===== config.mk =====
export PLATFORM = sky130hd
export DESIGN_NAME = sccb_dual_arbiter_flat
export DESIGN_NICKNAME = d
export VERILOG_FILES = /design/src/rtl/sccb_arb_pkg.sv /design/src/rtl/sccb_dual_arbiter_if.sv /design/src/rtl/sccb_arb_rr.sv /design/src/rtl/sccb_dual_arbiter.sv /design/src/flat_wrapper.sv
export SDC_FILE = /design/constraint.sdc
export NUM_CORES = 1
export LEC_CHECK = 0
export BUFFER_PORTS_ARGS = -buffer_cell sky130_fd_sc_hd__buf_2
export CORE_MARGIN = 1.5
export CORE_UTILIZATION = 30
export DETAILED_ROUTE_END_ITERATION = 7
export GPL_ROUTABILITY_DRIVEN = 0
export PLACE_DENSITY = 0.49
export SETUP_SLACK_MARGIN = 0.2
export SYNTH_ARGS = -nofsm -noshare
export SYNTH_HDL_FRONTEND = slang
export SYNTH_HIERARCHICAL = 1
export SYNTH_SLANG_ARGS = --single-unit
export TNS_END_PERCENT = 30

===== constraint.sdc =====
create_clock -name i_clk -period 5.6 [get_ports i_clk]
set_input_delay 0.28 -clock i_clk [delete_from_list [all_inputs] [get_ports i_clk]]
set_output_delay 0.28 -clock i_clk [all_outputs]
set_load 0.02 [all_outputs]

===== src/rtl/sccb_arb_pkg.sv =====
// Shared constants for the dual-requester SCCB arbiter: field widths, FSM state codes, grant codes.
package sccb_arb_pkg;

    localparam int unsigned CMD_W = 16;
    localparam int unsigned ID_W  = 8;

    typedef logic [1:0] state_t;
    localparam state_t ST_IDLE = 2'd0;
    localparam state_t ST_LOAD = 2'd1;
    localparam state_t ST_WAIT = 2'd2;
    localparam state_t ST_GAP  = 2'd3;

    localparam logic [1:0] GRANT_NONE = 2'b00;
    localparam logic [1:0] GRANT_0    = 2'b01;
    localparam logic [1:0] GRANT_1    = 2'b10;

endpackage


===== src/rtl/sccb_dual_arbiter_if.sv =====
// Requester and sender handshake bundle; the arbiter uses the slave view, the environment the master.
interface sccb_dual_arbiter_if;

    logic                           req0;
    logic [sccb_arb_pkg::ID_W-1:0]  id0;
    logic [sccb_arb_pkg::CMD_W-1:0] cmd0;
    logic                           taken0;
    logic                           req1;
    logic [sccb_arb_pkg::ID_W-1:0]  id1;
    logic [sccb_arb_pkg::CMD_W-1:0] cmd1;
    logic                           taken1;
    logic                           snd_send;
    logic [sccb_arb_pkg::ID_W-1:0]  snd_id;
    logic [sccb_arb_pkg::CMD_W-1:0] snd_cmd;
    logic                           snd_taken;

    modport slave (
        input  req0, id0, cmd0, req1, id1, cmd1, snd_taken,
        output taken0, taken1, snd_send, snd_id, snd_cmd
    );

    modport master (
        output req0, id0, cmd0, req1, id1, cmd1, snd_taken,
        input  taken0, taken1, snd_send, snd_id, snd_cmd
    );

endinterface


===== src/rtl/sccb_arb_rr.sv =====
// Two-request round-robin picker: combinational one-hot pick, registered last-served pointer.
module sccb_arb_rr
    import sccb_arb_pkg::*;
(
    input  logic       i_clk,
    input  logic       i_rst_n,
    input  logic [1:0] i_req,
    input  logic       i_update,
    input  logic       i_served,
    output logic [1:0] o_pick
);

    logic r_last;

    always_comb begin
        o_pick = GRANT_NONE;
        if (i_req == 2'b11) begin
            o_pick = r_last ? GRANT_0 : GRANT_1;
        end else begin
            o_pick = i_req;
        end
    end

    // Reset to 1 so requester 0 wins the first tie.
    always_ff @(posedge i_clk) begin
        if (!i_rst_n) begin
            r_last <= 1'b1;
        end else if (i_update) begin
            r_last <= i_served;
        end
    end

endmodule


===== src/rtl/sccb_dual_arbiter.sv =====
// Shares one SCCB sender between two register sequencers with round-robin, idle gap and watchdog.
// Optional per-requester statistics are enabled by defining SCCB_ARB_STATS_EN.
module sccb_dual_arbiter
    import sccb_arb_pkg::*;
#(
    parameter logic [15:0] GAP_CYCLES     = 16'd200,
    parameter logic [23:0] TIMEOUT_CYCLES = 24'd2_000_000
) (
    input  logic                 i_clk,
    input  logic                 i_rst_n,
    sccb_dual_arbiter_if.slave   bus,
    output logic [1:0]           o_grant,
    output logic                 o_busy,
    output logic                 o_timeout_err,
    input  logic                 i_clear_err
`ifdef SCCB_ARB_STATS_EN
    ,
    output logic [15:0]          o_cnt0,
    output logic [15:0]          o_cnt1,
    output logic [7:0]           o_timeout_cnt
`endif
);

    state_t           r_state;
    logic [1:0]       r_grant;
    logic             r_send;
    logic [ID_W-1:0]  r_id;
    logic [CMD_W-1:0] r_cmd;
    logic [1:0]       r_taken;
    logic             r_err;
    logic [23:0]      r_wd;
    logic [15:0]      r_gap;

    logic [1:0] w_pick;
    logic       w_accept;
    logic       w_expire;

    assign w_accept = (r_state == ST_WAIT) && bus.snd_taken;
    assign w_expire = (r_state == ST_WAIT) && !bus.snd_taken
                      && (r_wd == TIMEOUT_CYCLES - 24'd1);

    sccb_arb_rr u_rr (
        .i_clk    (i_clk),
        .i_rst_n  (i_rst_n),
        .i_req    ({bus.req1, bus.req0}),
        .i_update (w_accept || w_expire),
        .i_served (r_grant[1]),
        .o_pick   (w_pick)
    );

    always_ff @(posedge i_clk) begin
        if (!i_rst_n) begin
            r_state <= ST_IDLE;
            r_grant <= GRANT_NONE;
            r_send  <= 1'b0;
            r_id    <= '0;
            r_cmd   <= '0;
            r_taken <= 2'b00;
            r_wd    <= '0;
            r_gap   <= '0;
        end else begin
            r_taken <= 2'b00;
            case (r_state)
                ST_IDLE: begin
                    if (w_pick != GRANT_NONE) begin
                        r_grant <= w_pick;
                        r_state <= ST_LOAD;
                    end
                end
                ST_LOAD: begin
                    r_id    <= r_grant[1] ? bus.id1 : bus.id0;
                    r_cmd   <= r_grant[1] ? bus.cmd1 : bus.cmd0;
                    r_send  <= 1'b1;
                    r_wd    <= '0;
                    r_state <= ST_WAIT;
                end
                ST_WAIT: begin
                    if (w_accept || w_expire) begin
                        r_taken <= w_accept ? r_grant : 2'b00;
                        r_send  <= 1'b0;
                        r_grant <= GRANT_NONE;
                        r_gap   <= GAP_CYCLES;
                        r_state <= ST_GAP;
                    end else if (r_wd != '1) begin
                        r_wd <= r_wd + 24'd1;
                    end
                end
                ST_GAP: begin
                    if (r_gap <= 16'd1) begin
                        r_gap   <= '0;
                        r_state <= ST_IDLE;
                    end else begin
                        r_gap <= r_gap - 16'd1;
                    end
                end
                default: r_state <= ST_IDLE;
            endcase
        end
    end

    // A timeout in the same cycle as clear_err leaves the flag set.
    always_ff @(posedge i_clk) begin
        if (!i_rst_n) begin
            r_err <= 1'b0;
        end else if (w_expire) begin
            r_err <= 1'b1;
        end else if (i_clear_err) begin
            r_err <= 1'b0;
        end
    end

`ifdef SCCB_ARB_STATS_EN
    logic [15:0] r_cnt0;
    logic [15:0] r_cnt1;
    logic [7:0]  r_to_cnt;

    always_ff @(posedge i_clk) begin
        if (!i_rst_n) begin
            r_cnt0   <= '0;
            r_cnt1   <= '0;
            r_to_cnt <= '0;
        end else begin
            if (i_clear_err) begin
                r_cnt0 <= '0;
                r_cnt1 <= '0;
            end else if (w_accept) begin
                if (r_grant[0] && (r_cnt0 != '1)) r_cnt0 <= r_cnt0 + 16'd1;
                if (r_grant[1] && (r_cnt1 != '1)) r_cnt1 <= r_cnt1 + 16'd1;
            end
            if (w_expire && (r_to_cnt != '1)) begin
                r_to_cnt <= r_to_cnt + 8'd1;
            end
        end
    end

    assign o_cnt0        = r_cnt0;
    assign o_cnt1        = r_cnt1;
    assign o_timeout_cnt = r_to_cnt;
`endif

    assign bus.snd_send   = r_send;
    assign bus.snd_id     = r_id;
    assign bus.snd_cmd    = r_cmd;
    assign bus.taken0     = r_taken[0];
    assign bus.taken1     = r_taken[1];
    assign o_grant        = r_grant;
    assign o_busy         = (r_state != ST_IDLE);
    assign o_timeout_err  = r_err;

endmodule


===== src/flat_wrapper.sv =====
// flat-port wrapper written by rule: the top's interface ports become plain ports
module sccb_dual_arbiter_flat import sccb_arb_pkg::*;
#(
    parameter logic [15:0] GAP_CYCLES     = 16'd200,
    parameter logic [23:0] TIMEOUT_CYCLES = 24'd2_000_000
)
  (i_clk, i_rst_n, o_grant, o_busy, o_timeout_err, i_clear_err, bus_req0, bus_id0, bus_cmd0, bus_req1, bus_id1, bus_cmd1, bus_snd_taken, bus_taken0, bus_taken1, bus_snd_send, bus_snd_id, bus_snd_cmd);
  sccb_dual_arbiter_if bus_i ();
  input  logic i_clk;
  input  logic i_rst_n;
  output logic [1:0] o_grant;
  output logic o_busy;
  output logic o_timeout_err;
  input  logic i_clear_err;
  input wire logic [$bits(bus_i.req0)-1:0] bus_req0;
  input wire logic [$bits(bus_i.id0)-1:0] bus_id0;
  input wire logic [$bits(bus_i.cmd0)-1:0] bus_cmd0;
  input wire logic [$bits(bus_i.req1)-1:0] bus_req1;
  input wire logic [$bits(bus_i.id1)-1:0] bus_id1;
  input wire logic [$bits(bus_i.cmd1)-1:0] bus_cmd1;
  input wire logic [$bits(bus_i.snd_taken)-1:0] bus_snd_taken;
  output wire logic [$bits(bus_i.taken0)-1:0] bus_taken0;
  output wire logic [$bits(bus_i.taken1)-1:0] bus_taken1;
  output wire logic [$bits(bus_i.snd_send)-1:0] bus_snd_send;
  output wire logic [$bits(bus_i.snd_id)-1:0] bus_snd_id;
  output wire logic [$bits(bus_i.snd_cmd)-1:0] bus_snd_cmd;
  assign bus_i.req0 = bus_req0;
  assign bus_i.id0 = bus_id0;
  assign bus_i.cmd0 = bus_cmd0;
  assign bus_i.req1 = bus_req1;
  assign bus_i.id1 = bus_id1;
  assign bus_i.cmd1 = bus_cmd1;
  assign bus_i.snd_taken = bus_snd_taken;
  assign bus_taken0 = bus_i.taken0;
  assign bus_taken1 = bus_i.taken1;
  assign bus_snd_send = bus_i.snd_send;
  assign bus_snd_id = bus_i.snd_id;
  assign bus_snd_cmd = bus_i.snd_cmd;
  sccb_dual_arbiter #(.GAP_CYCLES(GAP_CYCLES), .TIMEOUT_CYCLES(TIMEOUT_CYCLES)) u_core (.i_clk(i_clk), .i_rst_n(i_rst_n), .bus(bus_i), .o_grant(o_grant), .o_busy(o_busy), .o_timeout_err(o_timeout_err), .i_clear_err(i_clear_err));
endmodule

# [After elaboration in Yosys (flattened, before gate mapping)]
# Cells that the tools add are included.
[classes] n_eq_ne=11 n_reduce_logical=18 addsub=2 n_lt_le_gt_ge=1 mux=21
[op_table] cell="2-to-1 mux 16 bit" n=3
[op_table] cell="2-to-1 mux 24 bit" n=2
[op_table] cell="one-hot mux 24 bit (2 select lines)" n=1
[op_table] cell="one-hot mux 16 bit (2 select lines)" n=1
[op_table] cell="adder 24 x 1 -> 24 bit, second input constant" n=1
[op_table] cell="equality test 24 x 21 -> 1 bit, second input constant" n=1
[op_table] cell="!= test 24 bit, second input constant" n=1
[op_table] cell="less-or-equal comparator 16 x 1 -> 1 bit, second input constant" n=1
[op_table] cell="subtractor 16 x 1 -> 16 bit, second input constant" n=1
[op_table] cell="2-to-1 mux 2 bit" n=7
[op_table] cell="nonzero test 2 bit" n=6
[op_table] cell="AND reduction 3 bit" n=3
[op_table] cell="2-to-1 mux 8 bit" n=1
[op_table] cell="one-hot mux 2 bit (4 select lines)" n=1
[op_table] cell="equality test 2 bit, second input constant" n=3
[op_table] cell="!= test 2 bit, second input constant" n=3
[op_table] cell="!= test 2 x 1 -> 1 bit, second input constant" n=2
[op_table] cell="one-hot mux 2 bit (2 select lines)" n=1
[op_table] cell="AND reduction 2 bit" n=2
[op_table] cell="AND reduction 4 bit" n=1
[op_table] cell="logical AND 1 bit" n=3
[op_table] cell="2-to-1 mux 1 bit" n=3
[op_table] cell="equality test 2 x 1 -> 1 bit, second input constant" n=1
[op_table] cell="zero test 2 bit" n=1
[op_table] cell="other kinds (3)" n=3
[word_totals] reg_bits=73 word_cells=63 input_bits=54

# [Depth between registers and ports, before layout]
# Gate-level depths: netlist (run 1).
[depth] word_depth=6 depth_mapped=10 mapped_depth_nobuf=8

# [Cells and area by module]
# The synthesis (run 1) kept the hierarchy.
[by_module_without_submodules] module="sccb_dual_arbiter" cells_each=444 n_inst=1 seq_area_each_um2=1441.4 area_each_um2=3662.3
[by_module_without_submodules] module="sccb_arb_rr" cells_each=6 n_inst=1 seq_area_each_um2=20.0 area_each_um2=55.1

# [Worst setup path before layout (run 1)]
# No wires, ideal clock.
[synth_timing] path_type="register to register" start="reg u_core.r_wd[0]" end="reg u_core.r_wd[9]" setup_ns=0.119 synth_period_minus_slack_ns=2.159 required_time_ns=5.481 n_path_buf=2 setup_slack_ns=3.441 arrival_ns=2.040 stages_incl_launch_ff=10 path_cell_list="dfxtp_1 ha_1 nand3_2 or2_1 clkbuf_1 or2_2 o211ai_2 buf_4 nor3_1 o221a_2"
[synth_via] elab_chain_cells=5 elab_cells_between_ends=11 classes_between="add/sub: 1; eq/ne: 4; mux: 3; reduce/logical: 3"
[synth_rtl] element="start: declaration" line_no="sccb_dual_arbiter.sv:31" rtl="logic [23:0] r_wd;"
[synth_rtl] element="start signal: assignment" line_no="sccb_dual_arbiter.sv:85" rtl="r_wd <= r_wd + 24'd1;"
[synth_rtl] element="parallel branches: the longest is 5 deep, another holds adder 24 x 1 -> 24 bit"
# Several ways; the timed one is not identified. The select of a mux whose other input is x is not followed.
# A chain may end at the register's enable or synchronous reset.

# [Final worst setup path (run 1)]
[layout_timing] start="reg u_core.r_state[0]" end="reg u_core.r_wd[18]"
[layout_via] elab_chain_cells=6 elab_cells_between_ends=11 classes_between="eq/ne: 4; mux: 1; reduce/logical: 6"
[layout_rtl] element="start: declaration" line_no="sccb_dual_arbiter.sv:24" rtl="state_t r_state;"
[layout_rtl] element="start signal: assignment" line_no="sccb_dual_arbiter.sv:53" rtl="r_state <= ST_IDLE;"
[layout_rtl] element="start signal: assignment" line_no="sccb_dual_arbiter.sv:67" rtl="r_state <= ST_LOAD;"
[layout_rtl] element="start signal: assignment" line_no="sccb_dual_arbiter.sv:75" rtl="r_state <= ST_WAIT;"
[layout_rtl] element="equality test 2 bit" line_no="sccb_dual_arbiter.sv:38, sccb_dual_arbiter.sv:39, sccb_dual_arbiter.sv:63"
[layout_rtl] element="logical AND 1 bit" line_no="sccb_dual_arbiter.sv:39" rtl="assign w_expire = (r_state == ST_WAIT) && !bus.snd_taken"
[layout_rtl] element="logical AND 1 bit" line_no="sccb_dual_arbiter.sv:40" rtl="&& (r_wd == TIMEOUT_CYCLES - 24'd1);"
[layout_rtl] element="logical OR 1 bit" line_no="sccb_dual_arbiter.sv:78" rtl="if (w_accept || w_expire) begin"
[layout_rtl] element="!= test 2 bit (no line)"
[layout_rtl] element="AND reduction 3 bit (no line)"
# Several ways; a longest one is shown, not always the timed one.

==> results.md, run 1 <==
* Outcome: complete, no violations
* Hold path depth at 3
* Clock root buffer: clkbuf_16
* Ys Warns at 6
* Min Clock Period, post-route at 3.055 ns
* Mean Syn Cell Area at 8.261 µm²
* Synthesis-to-finish area growth at 24.64%
* Vias in the first global route at 3143
* Htree depth at 3
* Nets at 585
* Row cnt at 40
* Initial Util at 0.3082
* Setup crit start kind: register
* Fin cells at 696
* Routed WL per cell at 13.45 µm
* Drt via density at 5.027
* Worst hold path type: input port to register
* Final Hold Viols at 0
* Num CTS Buffers at 9
* Unique masters post-synth at 52
* Worst Reg-to-Reg Cells at 7
* Critical Path Fanout Max at 19
* VDD IR max at 0.1919 mV
* RSZ-0062 raised after global routing: false
* Internal power at 1.385 mW
* Fill count at 1244
* Maximum number of pins on one net before global-route repair at 49
* Final Slew Violations at 0
* Peak Freq at 327.4 MHz
* Primary FF master, synth: dfxtp_1
* Critical Path Sink Type: register
* Tcrit/Tclk final at 0.5455
* CTS Sinks at 73
* Post-route setup TNS at 0 ns
* Antenna violations before repair at 0
* Port-buffer cells at 84
* Starting DRT DRC Count at 244
* Later-pin clock latency in the skew report at 0.33 ns
* Comb pwr share at 0.370
* Hold-fix buffers, CTS at 0
* Post-synth ARST share at 0
* Longest Clk Path Bufs at 2
* DP Cell Count at 680
* Worst path required time at 5.86 ns
* Sequential Power Share at 0.310
* Synth Register Bits at 73
* Clk slew on worst S/H paths at 0.06 ns
* Core region area at 0.01206 mm²
* Gr ovfl total at 0
* Final setup skew at 0.007382 ns
* Post-DRT Antenna Nets at 0
* Kind of critical path: register to register
* Layout cell share with drive strength beyond 1 at 0.2348
* Post-DP HPWL at 6744 µm
* Max_cap viols at 0
* Post-synthesis cell area at 0.003717 mm²
* Switching power at 0.8094 mW
* Via count at 3499
* Post-CTS Setup Inserts at 0
* Pwr/cell area at 473.7 mW/mm²
* Min Hold Slack at 0.2014 ns
* Die W at 114.3 µm
* Die area at 0.01307 mm²
* Share of total power in the clock network at 0.320
* Sw Ratio at 0.3688
* I/O Pins at 85
* Post-CTS Resized at 0
* Gate Count Post-Synth at 450
* First-pass GRT wire length at 15130 µm
* Die Ht at 114.3 µm
* Total Wirelength at 9361 µm
* EDFF count, synth at 0
* Total Power at 2.195 mW
* CTS tree: done
* Rel. slew slack at 0.3079
* # setup viols final at 0
* Worst-margin pin slew at 1.029 ns
* Drt drc at 0
* N_diodes at 0
* TritonRoute pass-1 iters at 4
* Leak Pwr at 1.780 nW
* Critical path arrival at 3.31 ns
* Syn Nets at 512
* Seq/Total Area, Yosys at 0.3931
* Global-route usage over all layers at 0.1465
## cells by family (layout without fill, tap and decap cells)
family	after synthesis	in the layout	synth area share
compound gates	128	128	0.2336
mux	28	28	0.07540
fa+ha+maj	8	8	0.02693
simple gates	174	174	0.2272
buf+inv	38	116	0.04140
xor+xnor	1	1	0.002357
flops	73	73	0.3931
## layout make-up
class / instances / area (µm²) / area share
clock buffer: 9 / 225.2 / 0.04861
clock inverter: 7 / 142.6 / 0.03079
inverter: 13 / 48.80 / 0.01053
multi-input combinational: 339 / 2102 / 0.4537
sequential: 73 / 1461 / 0.3154
tap: 168 / 210.2 / 0.04537
timing repair buffer: 87 / 442.9 / 0.09560
## routing by layer
layer,vias to the layer above,global-route usage,wire length [µm]
met3,10,0.04553,398
met2,62,0.2369,4566
met1,1621,0.1876,4281
li1,1806,-,-
met5,-,0,0
met4,0,0.04333,114
## power groups by stage
stage               Clock [mW]  Sequential (mW)  Combinational, mW
floorplan                    0            0.779              0.514
global placement             0            0.691              0.811
detailed placement           0            0.692              0.814
CTS                      0.721            0.682              0.815
global route             0.746            0.697              0.900
finish                   0.702            0.681              0.812
## layout by cell type (no fill, tap or decap), types with 2 or more instances in the layout
| cell type | Yosys | final |
|---|---|---|
| nand4_1 | 6 | 6 |
| nand2_1 | 51 | 51 |
| o21ai_0 | 30 | 30 |
| dfxtp_1 | 73 | 73 |
| o2bb2ai_1 | 2 | 2 |
| nand3_1 | 11 | 11 |
| o32ai_1 | 5 | 5 |
| nor2b_1 | 3 | 3 |
| bufinv_16 | 0 | 4 |
| buf_2 | 3 | 84 |
| ha_1 | 8 | 8 |
| nor4b_2 | 2 | 2 |
| a211oi_1 | 24 | 24 |
| or4_1 | 3 | 3 |
| or2_2 | 6 | 6 |
| buf_4 | 2 | 3 |
| and4_1 | 3 | 3 |
| nor4_1 | 6 | 6 |
| a21oi_1 | 27 | 27 |
| nor3_1 | 10 | 10 |
| o22ai_1 | 4 | 4 |
| inv_1 | 13 | 13 |
| a31oi_1 | 7 | 7 |
| clkinv_4 | 0 | 2 |
| o211ai_2 | 2 | 2 |
| o41ai_1 | 2 | 2 |
| clkbuf_16 | 0 | 9 |
| or3_1 | 8 | 8 |
| a21o_1 | 2 | 2 |
| nand2b_1 | 4 | 4 |
| mux2i_1 | 28 | 28 |
| a21boi_0 | 2 | 2 |
| o31a_1 | 2 | 2 |
| nor2_1 | 52 | 52 |
| or2_1 | 2 | 2 |
| o221a_2 | 8 | 8 |
| and3_1 | 3 | 3 |
## per-stage QoR
step	cell area (µm²)	worst slack, ns	util
2_1_floorplan	3717	3.441	-
3_3_place_gp	4265	2.659	0.3536
3_5_place_dp	4265	2.540	0.3536
4_1_cts	4633	2.528	0.3841
5_1_grt	4633	2.271	0.3841
6_report	4633	2.545	0.3841
## registers in the layout (all words and copies together) (netlist names)
signal / count
u_core/r_state: 2
u_core/bus.snd_send: 1
u_core/r_wd: 24
u_core/r_gap: 16
u_core/bus.snd_id: 8
u_core/r_taken: 2
u_core/u_rr/r_last: 1
u_core/o_timeout_err: 1
u_core/bus.snd_cmd: 16
u_core/o_grant: 2
## final timing paths
path                                        endpoint  slack (ns)               from
worst min register to register     u_core/r_taken[0]        0.47  u_core/o_grant[0]
worst min-delay path            u_core/o_timeout_err        0.20        i_clear_err
worst max register to register       u_core/r_wd[18]        2.55  u_core/r_state[0]
worst max-delay path                 u_core/r_wd[18]        2.55  u_core/r_state[0]
## critical path: stages (launching register included)
cell and delay, ns:
dfxtp_1 0.33, inv_1 0.11, ha_1 0.60, nor2b_1 0.29
o31a_1 0.54, o211ai_2 0.44, or4_1 0.51, a21oi_1 0.16
## cell usage after synthesis (7+ instances only)
master,instances,area share
o221a_2,8,0.024
a21oi_1,27,0.036
inv_1,13,0.013
or3_1,8,0.013
o21ai_0,30,0.040
nand3_1,11,0.015
ha_1,8,0.027
nor2_1,52,0.053
nand2_1,51,0.051
a211oi_1,24,0.048
a31oi_1,7,0.012
clkbuf_1,17,0.017
dfxtp_1,73,0.39
nor3_1,10,0.013
mux2i_1,28,0.075
(Power assumes the default switching activity.)
==> run 2: changes to the inputs <==
--- a/config.mk
+++ b/config.mk
@@ -10,7 +10,7 @@
 export CORE_UTILIZATION = 30
 export DETAILED_ROUTE_END_ITERATION = 7
 export GPL_ROUTABILITY_DRIVEN = 0
-export PLACE_DENSITY = 0.49
+export PLACE_DENSITY = 0.51
 export SETUP_SLACK_MARGIN = 0.2
 export SYNTH_ARGS = -nofsm -noshare
 export SYNTH_HDL_FRONTEND = slang
==> constraint.sdc (replaced) <==
create_clock -name i_clk -period 2.65 [get_ports i_clk]
set_input_delay 0.1325 -clock i_clk [delete_from_list [all_inputs] [get_ports i_clk]]
set_output_delay 0.1325 -clock i_clk [all_outputs]
set_load 0.02 [all_outputs]
==> run 2 against run 1 <==
Register-to-register slack worse by 2.4 ns. Clock-buffer cell count rose by 2. Via count up 1.8%. Critical path depth is the same. Sequential share of layout area decreased by 0.35 points. Combinational power grew 120%. Total power rose by 120%. Worst setup slack got worse by 2.4 ns. Sequential cell count did not move. Cell count rose by 0.86%. Fmax rose by 24%. Clock skew about the same.
==> results.md, run 2 (synthesized netlist as in run 1, its figures left out) <==
* Outcome: complete, no violations
* CP Capture Point: u_core/r_wd[8]
* Worst path required time at 2.87 ns (-2.99 ns)
* Nets at 591 (+1.0%)
* Final Slew Violations at 0 (unchanged)
* Initial Util at 0.3082 (unchanged)
* Post-DP HPWL at 6931 µm (+2.8%)
* Num CTS Buffers at 9 (unchanged)
* Reg2reg end: u_core/r_wd[8]
* Kind of critical path: register to register
* Min Clock Period, post-route at 2.455 ns (-0.5997 ns)
* CTS Sinks at 73 (unchanged)
* Max_cap viols at 0 (unchanged)
* Later-pin clock latency in the skew report at 0.33 ns (about the same)
* Maximum number of pins on one net before global-route repair at 49 (unchanged)
* Crit path from: u_core/r_wd[0]
* Pwr/cell area at 1009 mW/mm² (+110%)
* Drt drc at 0 (unchanged)
* CTS tree: done
* Setup crit start kind: register
* Finished Cell Area at 0.004684 mm² (+1.1%)
* Final core utilization at 0.3884 (+0.004253)
* Via count at 3562 (+1.8%)
* Starting DRT DRC Count at 164 (-33%)
* Min Hold Slack at 0.06353 ns (-0.1379 ns)
* Rel. slew slack at 0.6173 (+0.3094)
* Total Wirelength at 9702 µm (+3.6%)
* Critical path arrival at 2.68 ns (-0.63 ns)
* Final setup skew at 0.007196 ns (-0.0001858 ns)
* Die W at 114.3 µm (unchanged)
* N_diodes at 0 (unchanged)
* Fin cells at 702 (+0.86%)
* Fill count at 1244 (unchanged)
* Clock root buffer: clkbuf_16
* Gr ovfl total at 0 (unchanged)
* First-pass GRT wire length at 15730 µm (+4.0%)
* Worst r2r src: u_core/r_wd[0]
* FF-to-FF setup slack at 0.19 ns (-2.35 ns)
* Worst hold path type: input port to register
* Row cnt at 40 (unchanged)
* VDD IR max at 0.3931 mV (+100%)
* Post-place setup slack at 0.2243 ns (-2.316 ns)
* Die Ht at 114.3 µm (unchanged)
* # setup viols final at 0 (unchanged)
* Post-CTS Setup Inserts at 0 (unchanged)
* Vias in the first global route at 3218 (+2.4%)
* Commonest non-fill, non-tap cell in the layout: buf_2
* Worst Reg-to-Reg Cells at 7 (unchanged)
* Synthesis-to-finish area growth at 26.02%
* Setup slack after layout at 0.1949 ns (-2.350 ns)
* Peak Freq at 407.3 MHz (+24%)
* Critical Path Sink Type: register
* Htree depth at 3 (unchanged)
* Global-route usage over all layers at 0.1512 (+0.004707)
* Final Hold Viols at 0 (unchanged)
* Hold-fix buffers, CTS at 0 (unchanged)
* Longest Clk Path Bufs at 2 (unchanged)
* Placed Area at 0.004323 mm² (+1.3%)
* Critical Path Fanout Max at 12 (-7)
* Leak Pwr at 1.805 nW (+1.4%)
* Most frequent cells in the layout: 84 x buf_2, 73 x dfxtp_1, 52 x nor2_1
* Layout cell share with drive strength beyond 1 at 0.2416 (+0.006725)
* TritonRoute pass-1 iters at 4 (unchanged)
* Routed WL per cell at 13.82 µm (+2.8%)
* RSZ-0062 raised after global routing: true
* Core region area at 0.01206 mm² (unchanged)
* Biggest register: u_core/r_wd
* Post-route setup TNS at 0 ns (unchanged)
* Total Power at 4.727 mW (+120%)
* Clk slew on worst S/H paths at 0.06 ns (about the same)
* Port-buffer cells at 84 (unchanged)
* Post-DRT Antenna Nets at 0 (unchanged)
* Largest register FFs at 24 (unchanged)
* Drt via density at 5.074 (+0.93%)
* DP Cell Count at 686 (+0.88%)
* Tcrit/Tclk final at 0.9265 (+0.3810)
* Antenna violations before repair at 0 (unchanged)
* I/O Pins at 85 (unchanged)
* Die area at 0.01307 mm² (unchanged)
* Worst-margin pin slew at 0.5724 ns (-0.4562 ns)
-- run 2: cell count changes in the layout (fill, tap and decap cells not counted), sizes merged --
cell	before	now
clkbuf	9	11
clkinv	3	0
clkinvlp	0	1
buf	87	93
-- run 2: critical path: stages (launching register included) --
cell and delay (ns):
dfxtp_1 0.38, ha_1 0.22, nand3_2 0.12, or2_1 0.33, or2_2 0.37, o211ai_2 0.51
nor3_1 0.13, o221a_2 0.28
-- run 2: what timing repair did --
item / in CTS / in global routing
endpoints found under the setup margin: 1 / 22
cloned: 0 / 0
resized for setup: 1 / 1
-- run 2: how the worst min path moves through the flow --
stage | end | slack [ns] | depth (start not counted) | startpoint
finish | u_core/o_timeout_err | 0.06 | 3 | i_clear_err
global route | u_core/o_timeout_err | 0.09 | 3 | i_clear_err
CTS | u_core/o_timeout_err | 0.05 | 3 | i_clear_err
detailed placement | u_core/o_timeout_err | 0.40 | 3 | i_clear_err
global placement | u_core/o_timeout_err | 0.40 | 3 | i_clear_err
floorplan | u_core/u_rr/r_last | 0.21 | 1 | i_rst_n
-- run 2: layout make-up --
cell class	instances	area [µm²]	share of cell area
clock buffer	11	232.7	0.04968
clock inverter	5	127.6	0.02724
multi-input combinational	339	2103	0.4490
timing repair buffer	93	500.5	0.1068
sequential	73	1461	0.3120
inverter	13	48.80	0.01042
tap	168	210.2	0.04487
-- run 2: power by group --
part / total, mW / internal, mW / switching [mW] / leakage, nW
Sequential: 1.45 / 1.31 / 0.139 / 0.594
Combinational: 1.79 / 0.660 / 1.13 / 1.04
Clock: 1.48 / 1.02 / 0.467 / 0.170
-- run 2: routing by layer --
metal | share of wire | up-vias | track usage
li1 | - | 1809 | -
met1 | 0.46 | 1688 | 0.1899
met2 | 0.50 | 61 | 0.2586
met3 | 0.026 | 4 | 0.02912
met4 | 0.0060 | 0 | 0.05333
met5 | 0 | - | 0
